File: src/rtl/ysyx_24100006_axi_arbiter_pkg.sv
// Shared AXI arbiter definitions: grant states and response codes.
package ysyx_24100006_axi_arbiter_pkg;

    typedef enum logic [1:0] {
        ST_IDLE   = 2'd0,
        ST_IFU_RD = 2'd1,
        ST_LSU_RD = 2'd2,
        ST_LSU_WR = 2'd3
    } arb_state_e;

    localparam logic [1:0] RESP_OKAY   = 2'b00;
    localparam logic [1:0] RESP_SLVERR = 2'b10;
    localparam logic [1:0] RESP_DECERR = 2'b11;

endpackage

File: src/rtl/ysyx_24100006_axi_arbiter.sv
// Two-master (IFU read, LSU read/write) to one-master AXI4 arbiter.
// One transaction owns the downstream port from grant until its last response.
module ysyx_24100006_axi_arbiter
    import ysyx_24100006_axi_arbiter_pkg::*;
#(
    parameter int ADDR_W = 32,
    parameter int DATA_W = 32
) (
    input  logic                clk,
    input  logic                reset,

    input  logic                ifu_axi_arvalid,
    input  logic [ADDR_W-1:0]   ifu_axi_araddr,
    input  logic [7:0]          ifu_axi_arlen,
    input  logic [2:0]          ifu_axi_arsize,
    output logic                ifu_axi_arready,
    output logic                ifu_axi_rvalid,
    output logic [DATA_W-1:0]   ifu_axi_rdata,
    output logic [1:0]          ifu_axi_rresp,
    output logic                ifu_axi_rlast,
    input  logic                ifu_axi_rready,

    input  logic                lsu_axi_arvalid,
    input  logic [ADDR_W-1:0]   lsu_axi_araddr,
    input  logic [7:0]          lsu_axi_arlen,
    input  logic [2:0]          lsu_axi_arsize,
    output logic                lsu_axi_arready,
    output logic                lsu_axi_rvalid,
    output logic [DATA_W-1:0]   lsu_axi_rdata,
    output logic [1:0]          lsu_axi_rresp,
    output logic                lsu_axi_rlast,
    input  logic                lsu_axi_rready,
    input  logic                lsu_axi_awvalid,
    input  logic [ADDR_W-1:0]   lsu_axi_awaddr,
    input  logic [7:0]          lsu_axi_awlen,
    input  logic [2:0]          lsu_axi_awsize,
    output logic                lsu_axi_awready,
    input  logic                lsu_axi_wvalid,
    input  logic [DATA_W-1:0]   lsu_axi_wdata,
    input  logic [DATA_W/8-1:0] lsu_axi_wstrb,
    input  logic                lsu_axi_wlast,
    output logic                lsu_axi_wready,
    output logic                lsu_axi_bvalid,
    output logic [1:0]          lsu_axi_bresp,
    input  logic                lsu_axi_bready,

    output logic                m_axi_awvalid,
    output logic [ADDR_W-1:0]   m_axi_awaddr,
    output logic [7:0]          m_axi_awlen,
    output logic [2:0]          m_axi_awsize,
    input  logic                m_axi_awready,
    output logic                m_axi_wvalid,
    output logic [DATA_W-1:0]   m_axi_wdata,
    output logic [DATA_W/8-1:0] m_axi_wstrb,
    output logic                m_axi_wlast,
    input  logic                m_axi_wready,
    input  logic                m_axi_bvalid,
    input  logic [1:0]          m_axi_bresp,
    output logic                m_axi_bready,
    output logic                m_axi_arvalid,
    output logic [ADDR_W-1:0]   m_axi_araddr,
    output logic [7:0]          m_axi_arlen,
    output logic [2:0]          m_axi_arsize,
    input  logic                m_axi_arready,
    input  logic                m_axi_rvalid,
    input  logic [DATA_W-1:0]   m_axi_rdata,
    input  logic [1:0]          m_axi_rresp,
    input  logic                m_axi_rlast,
    output logic                m_axi_rready,

    output logic [1:0]          m_addr_suffix
);

    arb_state_e state;
    arb_state_e next_state;
    logic [1:0] addr_suffix;
    logic       r_done;
    logic       b_done;

    assign r_done = m_axi_rvalid & m_axi_rready & m_axi_rlast;
    assign b_done = m_axi_bvalid & m_axi_bready;

    always_ff @(posedge clk) begin
        if (reset) begin
            state <= ST_IDLE;
        end else begin
            state <= next_state;
        end
    end

    always_comb begin
        next_state = state;
        unique case (state)
            ST_IDLE: begin
                if (lsu_axi_awvalid) begin
                    next_state = ST_LSU_WR;
                end else if (lsu_axi_arvalid) begin
                    next_state = ST_LSU_RD;
                end else if (ifu_axi_arvalid) begin
                    next_state = ST_IFU_RD;
                end
            end
            ST_IFU_RD: if (r_done) next_state = ST_IDLE;
            ST_LSU_RD: if (r_done) next_state = ST_IDLE;
            ST_LSU_WR: if (b_done) next_state = ST_IDLE;
            default:   next_state = ST_IDLE;
        endcase
    end

    // Byte offset of the granted read, kept for sub-word alignment downstream.
    always_ff @(posedge clk) begin
        if (reset) begin
            addr_suffix <= 2'b00;
        end else if (state == ST_IDLE && next_state == ST_LSU_RD) begin
            addr_suffix <= lsu_axi_araddr[1:0];
        end else if (state == ST_IDLE && next_state == ST_IFU_RD) begin
            addr_suffix <= ifu_axi_araddr[1:0];
        end
    end

    assign m_addr_suffix = addr_suffix;

    always_comb begin
        ifu_axi_arready = 1'b0;
        ifu_axi_rvalid  = 1'b0;
        ifu_axi_rdata   = '0;
        ifu_axi_rresp   = 2'b00;
        ifu_axi_rlast   = 1'b0;
        lsu_axi_arready = 1'b0;
        lsu_axi_rvalid  = 1'b0;
        lsu_axi_rdata   = '0;
        lsu_axi_rresp   = 2'b00;
        lsu_axi_rlast   = 1'b0;
        lsu_axi_awready = 1'b0;
        lsu_axi_wready  = 1'b0;
        lsu_axi_bvalid  = 1'b0;
        lsu_axi_bresp   = 2'b00;
        m_axi_awvalid   = 1'b0;
        m_axi_awaddr    = '0;
        m_axi_awlen     = 8'd0;
        m_axi_awsize    = 3'd0;
        m_axi_wvalid    = 1'b0;
        m_axi_wdata     = '0;
        m_axi_wstrb     = '0;
        m_axi_wlast     = 1'b0;
        m_axi_bready    = 1'b0;
        m_axi_arvalid   = 1'b0;
        m_axi_araddr    = '0;
        m_axi_arlen     = 8'd0;
        m_axi_arsize    = 3'd0;
        m_axi_rready    = 1'b0;
        unique case (state)
            ST_IFU_RD: begin
                m_axi_arvalid   = ifu_axi_arvalid;
                m_axi_araddr    = ifu_axi_araddr;
                m_axi_arlen     = ifu_axi_arlen;
                m_axi_arsize    = ifu_axi_arsize;
                m_axi_rready    = ifu_axi_rready;
                ifu_axi_arready = m_axi_arready;
                ifu_axi_rvalid  = m_axi_rvalid;
                ifu_axi_rdata   = m_axi_rdata;
                ifu_axi_rresp   = m_axi_rresp;
                ifu_axi_rlast   = m_axi_rlast;
            end
            ST_LSU_RD: begin
                m_axi_arvalid   = lsu_axi_arvalid;
                m_axi_araddr    = lsu_axi_araddr;
                m_axi_arlen     = lsu_axi_arlen;
                m_axi_arsize    = lsu_axi_arsize;
                m_axi_rready    = lsu_axi_rready;
                lsu_axi_arready = m_axi_arready;
                lsu_axi_rvalid  = m_axi_rvalid;
                lsu_axi_rdata   = m_axi_rdata;
                lsu_axi_rresp   = m_axi_rresp;
                lsu_axi_rlast   = m_axi_rlast;
            end
            ST_LSU_WR: begin
                m_axi_awvalid   = lsu_axi_awvalid;
                m_axi_awaddr    = lsu_axi_awaddr;
                m_axi_awlen     = lsu_axi_awlen;
                m_axi_awsize    = lsu_axi_awsize;
                m_axi_wvalid    = lsu_axi_wvalid;
                m_axi_wdata     = lsu_axi_wdata;
                m_axi_wstrb     = lsu_axi_wstrb;
                m_axi_wlast     = lsu_axi_wlast;
                m_axi_bready    = lsu_axi_bready;
                lsu_axi_awready = m_axi_awready;
                lsu_axi_wready  = m_axi_wready;
                lsu_axi_bvalid  = m_axi_bvalid;
                lsu_axi_bresp   = m_axi_bresp;
            end
            default: begin
            end
        endcase
    end

endmodule

File: config.mk
export PLATFORM = sky130hd
export DESIGN_NAME = ysyx_24100006_axi_arbiter
export DESIGN_NICKNAME = d
export VERILOG_FILES = /design/src/rtl/ysyx_24100006_axi_arbiter_pkg.sv /design/src/rtl/ysyx_24100006_axi_arbiter.sv
export SDC_FILE = /design/constraint.sdc
export NUM_CORES = 1
export LEC_CHECK = 0
export BUFFER_PORTS_ARGS = -buffer_cell sky130_fd_sc_hd__buf_2
export CORE_AREA = 5 5 162 164
export CTS_CLUSTER_DIAMETER = 80
export DETAILED_ROUTE_END_ITERATION = 10
export DIE_AREA = 0 0 167 169
export PLACE_DENSITY = 0.42
export SYNTH_ARGS = -nofsm -noshare
export SYNTH_HDL_FRONTEND = slang
export SYNTH_SLANG_ARGS = --single-unit
File: constraint.sdc
create_clock -name clk -period 2.15 [get_ports clk]
set_clock_uncertainty 0.2 [all_clocks]
set_input_delay 0 -clock clk [delete_from_list [all_inputs] [get_ports clk]]
set_output_delay 0 -clock clk [all_outputs]
set_load 0.03 [all_outputs]
* Word-level counts from Yosys, hierarchy flattened
Index checks and enable logic that the tools add are counted.
** Word-level totals
- Bits in registers :: 4
** Cells by class
- Equality and inequality tests :: 5
- Mux-type cells :: 36
- Bitwise gates (word level) :: 3
- Reductions and logical operators :: 5
** Operators by type and width (number)
- 32-bit 2-to-1 mux :: 4
- 32-bit one-hot mux with 2 select lines :: 1
- 2-bit 2-to-1 mux :: 10
- 8-bit one-hot mux with 2 select lines :: 1
- 1-bit 2-to-1 mux :: 13
- 8-bit 2-to-1 mux :: 1
- 2-bit equality test (second input constant) :: 3
- 2-bit one-hot mux with 3 select lines :: 1
- 3-bit one-hot mux with 2 select lines :: 1
- 2-bit by 1-bit equality test with 1-bit output (second input constant) :: 2
- 4-bit 2-to-1 mux :: 1
- 1-bit one-hot mux with 2 select lines :: 2
- 1-bit AND :: 3
- 3-bit 2-to-1 mux :: 1
- 1-bit logical AND :: 2
- 2-bit logical NOT :: 1
- 2-bit nonzero test :: 1
- 2-bit OR reduction :: 1

* Logic depth before layout (Yosys ltp)
Gate-level depths: netlist of the first run.
- Depth after elaboration :: 10
- Depth in mapped cells :: 7
- Gate-level depth less buffers :: 6

* Least setup slack after synthesis of the first run
OpenSTA, ideal clock, no wires.
- Path kind :: register -> output
- Start point :: register state[1]
- End point :: output m_axi_araddr[0]
- Data arrival time :: 1.604 ns
- Required time :: 1.950 ns
- Path slack :: 0.346 ns
- Stages on the path, launching flop included :: 6
- Buffers on the path :: 2
- Path through :: dfxtp_1 > inv_1 > ha_1 > buf_2 > clkbuf_1 > nor2b_1
** Between the ends
- Word-level cells in the longest chain between the ends :: 2
- Elaborated cells between the ends (all ways) :: 3
- Classes of those cells :: eq/ne: 2; mux: 1
** Ends and longest elaborated chain
- start, declared :: RTL line ysyx_24100006_axi_arbiter.sv:74 : arb_state_e state;
- start signal, assigned :: RTL line ysyx_24100006_axi_arbiter.sv:87 : state <= next_state;
- 2-bit equality test or 2-bit by 1-bit equality test with 1-bit output (tied branches) :: RTL line ysyx_24100006_axi_arbiter.sv:152 : unique case (state)
- 32-bit one-hot mux with 2 select lines (*) :: RTL line ysyx_24100006_axi_arbiter.sv:152
- end, declared :: RTL line ysyx_24100006_axi_arbiter.sv:61 : output logic [ADDR_W-1:0] m_axi_araddr,
Every way passes the cells marked *; elsewhere a longest branch is shown, timed or not.

* Final worst setup path of the first run
- Start point :: register state[0]
- End point :: output m_axi_arvalid
** Between the ends
- Word-level cells in the longest chain between the ends :: 2
- Elaborated cells between the ends (all ways) :: 3
- Classes of those cells :: eq/ne: 2; mux: 1
** Ends and longest elaborated chain
- 2-bit equality test or 2-bit by 1-bit equality test with 1-bit output (tied branches) :: RTL line ysyx_24100006_axi_arbiter.sv:152
- 1-bit one-hot mux with 2 select lines (*) :: RTL line ysyx_24100006_axi_arbiter.sv:152
- end, declared :: RTL line ysyx_24100006_axi_arbiter.sv:60 : output logic m_axi_arvalid,
Marks and branches as above.

==> results of run 1 <==
-- cell families (layout without fill, tap and decap cells) --
logic type | after synthesis | count (layout)
flip-flops | 4 | 4
multiplexers | 2 | 2
AND/OR/NAND/NOR | 219 | 219
adder cells (fa/ha/maj) | 4 | 4
buffers and inverters | 36 | 446
AO/OA/AOI/OAI | 56 | 56
-- flip-flops by register name, indices dropped and copies added (netlist names) --
name,count
m_addr_suffix,2
state,2
-- critical path, delay by kind of cell (launching register included) --
kind	cells	cell delay, ns
fa+ha+maj	1	0.23
compound gates	1	0.32
flops	1	0.45
buf+inv	3	0.52
simple gates	1	0.08
-- repair_timing --
item,CTS,global route
endpoints found under the hold margin,4,0
resized for setup,0,1
setup endpoints to repair,0,18
hold buffers,7,0
-- synth_stat cells, drive strengths merged --
master    n  area share
ha        4       0.024
buf      13       0.031
a32o      1      0.0048
o211ai    1       0.010
nand2     2      0.0036
nor3b     1      0.0036
and2    163        0.49
nor2      5      0.0090
o31ai     1      0.0036
inv       4      0.0072
mux2i     2      0.0096
a211oi    2      0.0072
clkbuf   19       0.034
a22oi    45        0.16
a21oi     2      0.0048
and2b     1      0.0048
dfxtp     4       0.038
o21ai     4      0.0096
nor2b    47        0.14
-- power groups by stage --
stage | combinational, uW | sequential, uW | clock, uW
6_report | 1850 | 101 | 290
4_1_cts | 1860 | 101 | 294
5_1_grt | 1990 | 103 | 301
3_3_place_gp | 1870 | 101 | 0
2_1_floorplan | 1190 | 108 | 0
3_5_place_dp | 1850 | 102 | 0
-- layout make-up --
| class | instances | area, um^2 |
|---|---|---|
| well taps | 330 | 412.9 |
| multi-input cells | 281 | 1864 |
| flip-flops and latches | 4 | 80.08 |
| inverters | 4 | 15.01 |
| repair buffers | 439 | 2291 |
| clock buffers | 3 | 75.07 |
| fillers | 2814 | 20010 |
-- layer usage --
| layer | GRT usage | vias to the layer above | wire length [um] |
|---|---|---|---|
| met3 | 0.03153 | 10 | 1717 |
| met1 | 0.09744 | 1647 | 5248 |
| met4 | 0.01316 | 0 | 126 |
| met5 | 0 | - | 0 |
| met2 | 0.1802 | 257 | 7751 |
| li1 | - | 1860 | - |
-- path summary, 6_finish.rpt --
path / end / slack, ns / depth (start not counted)
setup / recovery: m_axi_arvalid / 0.12 / 6
hold / removal: state[1] / 0.07 / 4
setup reg to reg: state[0] / 0.30 / 6
hold reg to reg: m_addr_suffix[1] / 0.36 / 2
-- layout by cell type, fill, tap and decap left out, drive strengths merged --
master       Yosys  layout
nand2            2       2
nor3b            1       1
a32o             1       1
dlygate4sd3      0       7
inv              4       4
a21oi            2       2
a211oi           2       2
and2           163     163
and2b            1       1
o211ai           1       1
nor2b           47      47
o21ai            4       4
clkbuf          19       3
nor2             5       5
ha               4       4
o31ai            1       1
a22oi           45      45
buf             13     432
dfxtp            4       4
mux2i            2       2
-- through the flow --
step | cell area (um^2) | worst slack [ns] | hold slack, ns
after detailed placement | 4589 | 0.3050 | 0.02485
final | 4738 | 0.1191 | 0.07183
after global placement | 4589 | 0.2955 | 0.02364
after floorplan | 2088 | 0.3459 | -0.1309
after CTS | 4735 | 0.06388 | 0.07545
after global routing | 4738 | 0.03692 | 0.1546
==> results by group, run 1 <==
STA
  • Final worst-path cycle share: 0.9446
  • RSZ-0062 raised after global routing: no
  • Period minus WS final: 2.031 ns
  • Slew Limit Fails: 0
  • Relative slew margins: 0.7993
  • Setup TNS: 0 ns
  • Fmax achieved: 492.4 MHz
  • Slew of the pin with the lowest slew margin: 0.2991 ns
  • Final Setup Violations: 0
  • Final hold vios: 0

Place
  • Placer Congestion: 0.8567
  • Port bufs: 425
  • Post-DP HPWL: 13,050 um
  • Post-Place Cells: 1,051

Worst setup path
  • Worst EP required: 1.95 ns
  • Max stage delay on crit path: 0.45 ns
  • Kind of critical path: reg -> out
  • RR Startpoint: state[0]
  • CP max FO: 29
  • CP Launch Point: state[0]
  • CP endpoint kind: primary output
  • Worst Setup Start Kind: flip-flop
  • CP Cell Sequence: inv_1, ha_2, buf_4, a22oi_1, nor2b_1, buf_2
  • CP max-delay cell: dfxtp_1
  • CP Data Arrival Time: 1.83 ns

Power
  • Clock group share of total power: 0.130
  • Psw: 1234 uW
  • Combinational Power Share: 0.825
  • Leakage power: 0.002837 uW
  • Pwr dens: 472.1 mW/mm^2
  • Sw Ratio: 0.5518
  • Int Pwr: 1003 uW
  • Total power: 2237 uW
  • Worst vdd ir: 184.6 uV
  • Seq pwr share: 0.045

Logic synthesis
  • Main combinational cell family by area after synthesis: simple AND/OR/NAND/NOR gates
  • Synth warn: 0
  • Xor and xnor area share after synthesis: 0
  • Seq cells post-synth: 4
  • Synth Area in Compound Gates: 0.2019
  • Net count after synthesis: 542
  • Mapped Cells: 321
  • Sequential area share after synthesis: 0.03835
  • Post-synthesis mux area share: 0.009587
  • Cell Area, Synth: 0.002088 mm^2
  • Yosys cell types: 21
  • Syn Area/Cell: 6.505 um^2
  • Adder-Cell Fraction of Synth Area: 0.02397
  • Simple-Gate Fraction of Synth Area: 0.6537

Finish
  • Final cell count without fillers: 1,061
  • Share of cells above drive strength 1: 0.6033
  • Area delta synth->final: 126.9%
  • Ant. Diodes: 0
  • Final Util: 0.1915
  • # nets final: 954

Floorplan
  • Die H: 169 um
  • IO Pins: 426
  • Num rows: 58
  • Initial Util: 0.08439
  • Die area: 0.02822 mm^2
  • Core area: 0.02475 mm^2
  • Chip width: 167 um

Routing
  • Via count: 3,774
  • Drt first pass iters: 4
  • Routed vias/inst: 3.557
  • Total Wirelength: 14,840 um
  • Drt drc: 0
  • DRT iter0 DRCs: 98
  • Post-DR wirelength/cell: 13.99 um
  • Final ANT Viol Nets: 0

Global route
  • Global-route wire length before repair: 20,880 um
  • Antenna violations before repair: 1
  • Gr usage total: 0.09228
  • Largest net degree at the start of global routing: 89
  • Vias in the first global route: 3,717
  • Grt ovf: 0

Min path
  • Hold path startpoint: ifu_axi_arvalid
  • HP Class: in -> reg

Clock network
  • CTS tree: built
  • Clock buffer depth: 2
  • # clock sinks: 4
  • Reg clk slew, reported paths: 0.03 ns
  • CTS root buffer: clkbuf_16
  • Worst-Skew Late Latency: 0.23 ns
  • Postcts setup bufs: 0
  • H-tree depth: 1
  • Inserted Clock Buffers: 3

Flow run
  • Max Cap Viol: 0

Status
  • Status: completed
No activity file was read; power rests on OpenSTA's default activity.
==> run 2, diff against run 1 <==
--- a/config.mk
+++ b/config.mk
@@ -10,7 +10,7 @@
 export CTS_CLUSTER_DIAMETER = 80
 export DETAILED_ROUTE_END_ITERATION = 10
 export DIE_AREA = 0 0 167 169
-export PLACE_DENSITY = 0.42
+export PLACE_DENSITY = 0.39
 export SYNTH_ARGS = -nofsm -noshare
 export SYNTH_HDL_FRONTEND = slang
 export SYNTH_SLANG_ARGS = --single-unit
==> results by group, run 2 (synthesized netlist as in run 1, its figures left out) <==
Worst setup path
  • R2R setup slack: 0.43 ns
  • Reg2reg end: state[1]
  • CP Cell Sequence: inv_1, ha_2, buf_12, a22oi_1, nor2b_1, buf_2
  • WP buf/inv: 3
  • CP endpoint kind: primary output
  • RR Startpoint: state[1]
  • CP top delay family: buffers and inverters
  • Max stage delay on crit path: 0.36 ns
  • CP Data Arrival Time: 1.73 ns
  • CP max-delay cell: dfxtp_2
  • Kind of critical path: reg -> out
  • Worst Setup Start Kind: flip-flop
  • CP max FO: 69
  • FF-to-FF path depth: 6
  • Worst EP required: 1.95 ns

Power
  • Sw Ratio: 0.5513
  • Int Pwr: 1007 uW
  • Worst vdd ir: 227.3 uV
  • Clock group share of total power: 0.127
  • Seq pwr share: 0.044
  • Psw: 1237 uW
  • Leakage power: 0.002840 uW
  • Combinational Power Share: 0.829
  • Pwr dens: 472.2 mW/mm^2

Place
  • Port bufs: 425
  • Post-DP HPWL: 13,180 um
  • Placed cell areas: 0.004589 mm^2
  • Placer Congestion: 0.8071

Routing
  • Drt drc: 0
  • Routed vias/inst: 3.569
  • Via count: 3,787
  • Total Wirelength: 15,230 um
  • Drt first pass iters: 6
  • Final ANT Viol Nets: 0
  • DRT iter0 DRCs: 82
  • Post-DR wirelength/cell: 14.35 um

Clock network
  • H-tree depth: 1
  • # clock sinks: 4
  • Inserted Clock Buffers: 3
  • CTS tree: built
  • Clock buffer depth: 2
  • CTS root buffer: clkbuf_16
  • Postcts setup bufs: 0
  • Worst-Skew Late Latency: 0.22 ns
  • Reg clk slew, reported paths: 0.03 ns

Global route
  • Largest net degree at the start of global routing: 89
  • Global-route wire length before repair: 21,840 um
  • Vias in the first global route: 3,917
  • Grt ovf: 0
  • Antenna violations before repair: 1
  • Gr usage total: 0.09635

STA
  • Slew of the pin with the lowest slew margin: 0.3968 ns
  • Period minus WS final: 1.934 ns
  • Final worst-path cycle share: 0.8997
  • RSZ-0062 raised after global routing: no
  • Setup TNS: 0 ns
  • Slew Limit Fails: 0
  • Fmax achieved: 517.0 MHz
  • Final hold vios: 0
  • Relative slew margins: 0.7355
  • Final Setup Violations: 0

Min path
  • Hold path startpoint: ifu_axi_arvalid
  • WHS Endpoint: state[1]
  • HP Class: in -> reg
  • Hold depth: 4

Finish
  • Filler cell count: 2,816
  • Commonest non-fill, non-tap cells in the layout: buf_2 (425), and2_1 (163), nor2b_1 (46)
  • Ant. Diodes: 0
  • Finished Cell Area: 0.004752 mm^2
  • Area delta synth->final: 127.6%
  • Commonest non-fill, non-tap cell in the layout: buf_2
  • Share of cells above drive strength 1: 0.6047
  • # nets final: 954

Floorplan
  • Initial Util: 0.08439
  • Die H: 169 um
  • IO Pins: 426
  • Chip width: 167 um
  • Num rows: 58
  • Core area: 0.02475 mm^2
  • Die area: 0.02822 mm^2

Status
  • Status: completed

Flow run
  • Max Cap Viol: 0
==> run 2: worst max path at each step <==
stage                  start               end  cells after the start
global placement    state[1]  m_axi_araddr[31]                      5
detailed placement  state[1]  m_axi_araddr[31]                      5
finish              state[1]  m_axi_araddr[31]                      6
global route        state[1]   m_axi_araddr[1]                      5
floorplan           state[1]   m_axi_araddr[0]                      5
CTS                 state[1]  m_axi_araddr[31]                      5
==> run 2: layout make-up <==
| class | instances | area, um^2 | share of cell area |
|---|---|---|---|
| Sequential cell | 4 | 81.33 | 0.01711 |
| Tap cell | 330 | 412.9 | 0.08689 |
| Multi-Input combinational cell | 281 | 1874 | 0.3944 |
| Clock buffer | 3 | 75.07 | 0.01580 |
| Timing Repair Buffer | 439 | 2293 | 0.4826 |
| Inverter | 4 | 15.01 | 0.003160 |
==> run 2: per-stage QoR <==
step,utilization,total power (uW),hold slack [ns],std cells,setup slack (ns)
floorplan,-,1298,-0.1309,321,0.3459
global placement,0.1855,1977,0.02140,1051,0.2448
detailed placement,0.1855,1954,0.02589,1051,0.2784
CTS,0.1913,2262,0.06387,1061,0.03832
global route,0.1920,2411,0.09480,1061,0.07821
finish,0.1920,2244,0.05752,1061,0.2156
==> run 2: power by group through the flow <==
stage / Sequential (uW) / Combinational [uW] / Clock [uW]
2_1_floorplan: 108 / 1190 / 0
5_1_grt: 102 / 2010 / 298
3_3_place_gp: 97.8 / 1880 / 0
6_report: 98.9 / 1860 / 286
4_1_cts: 97.4 / 1870 / 291
3_5_place_dp: 97.9 / 1860 / 0
==> run 2: worst register-to-register path: stages, from the launching register on <==
cell and delay [ns]:
dfxtp_2 0.40, inv_1 0.10, ha_1 0.30, nor2b_1 0.14, a32o_1 0.21, o21ai_0 0.16, a21oi_1 0.08
==> run 2: layer usage <==
| layer | vias to the layer above | part of all wire | global-route usage |
|---|---|---|---|
| li1 | 1859 | - | - |
| met1 | 1646 | 0.36 | 0.1003 |
| met2 | 268 | 0.53 | 0.1937 |
| met3 | 14 | 0.11 | 0.02943 |
| met4 | 0 | 0.0093 | 0.01138 |
| met5 | - | 0 | 0 |
==> run 2: what timing repair did <==
item,4_1_cts,5_1_grt
endpoints found under the hold margin,4,0
hold buffers,7,0
endpoints found under the setup margin,0,45
gates resized for setup,0,4
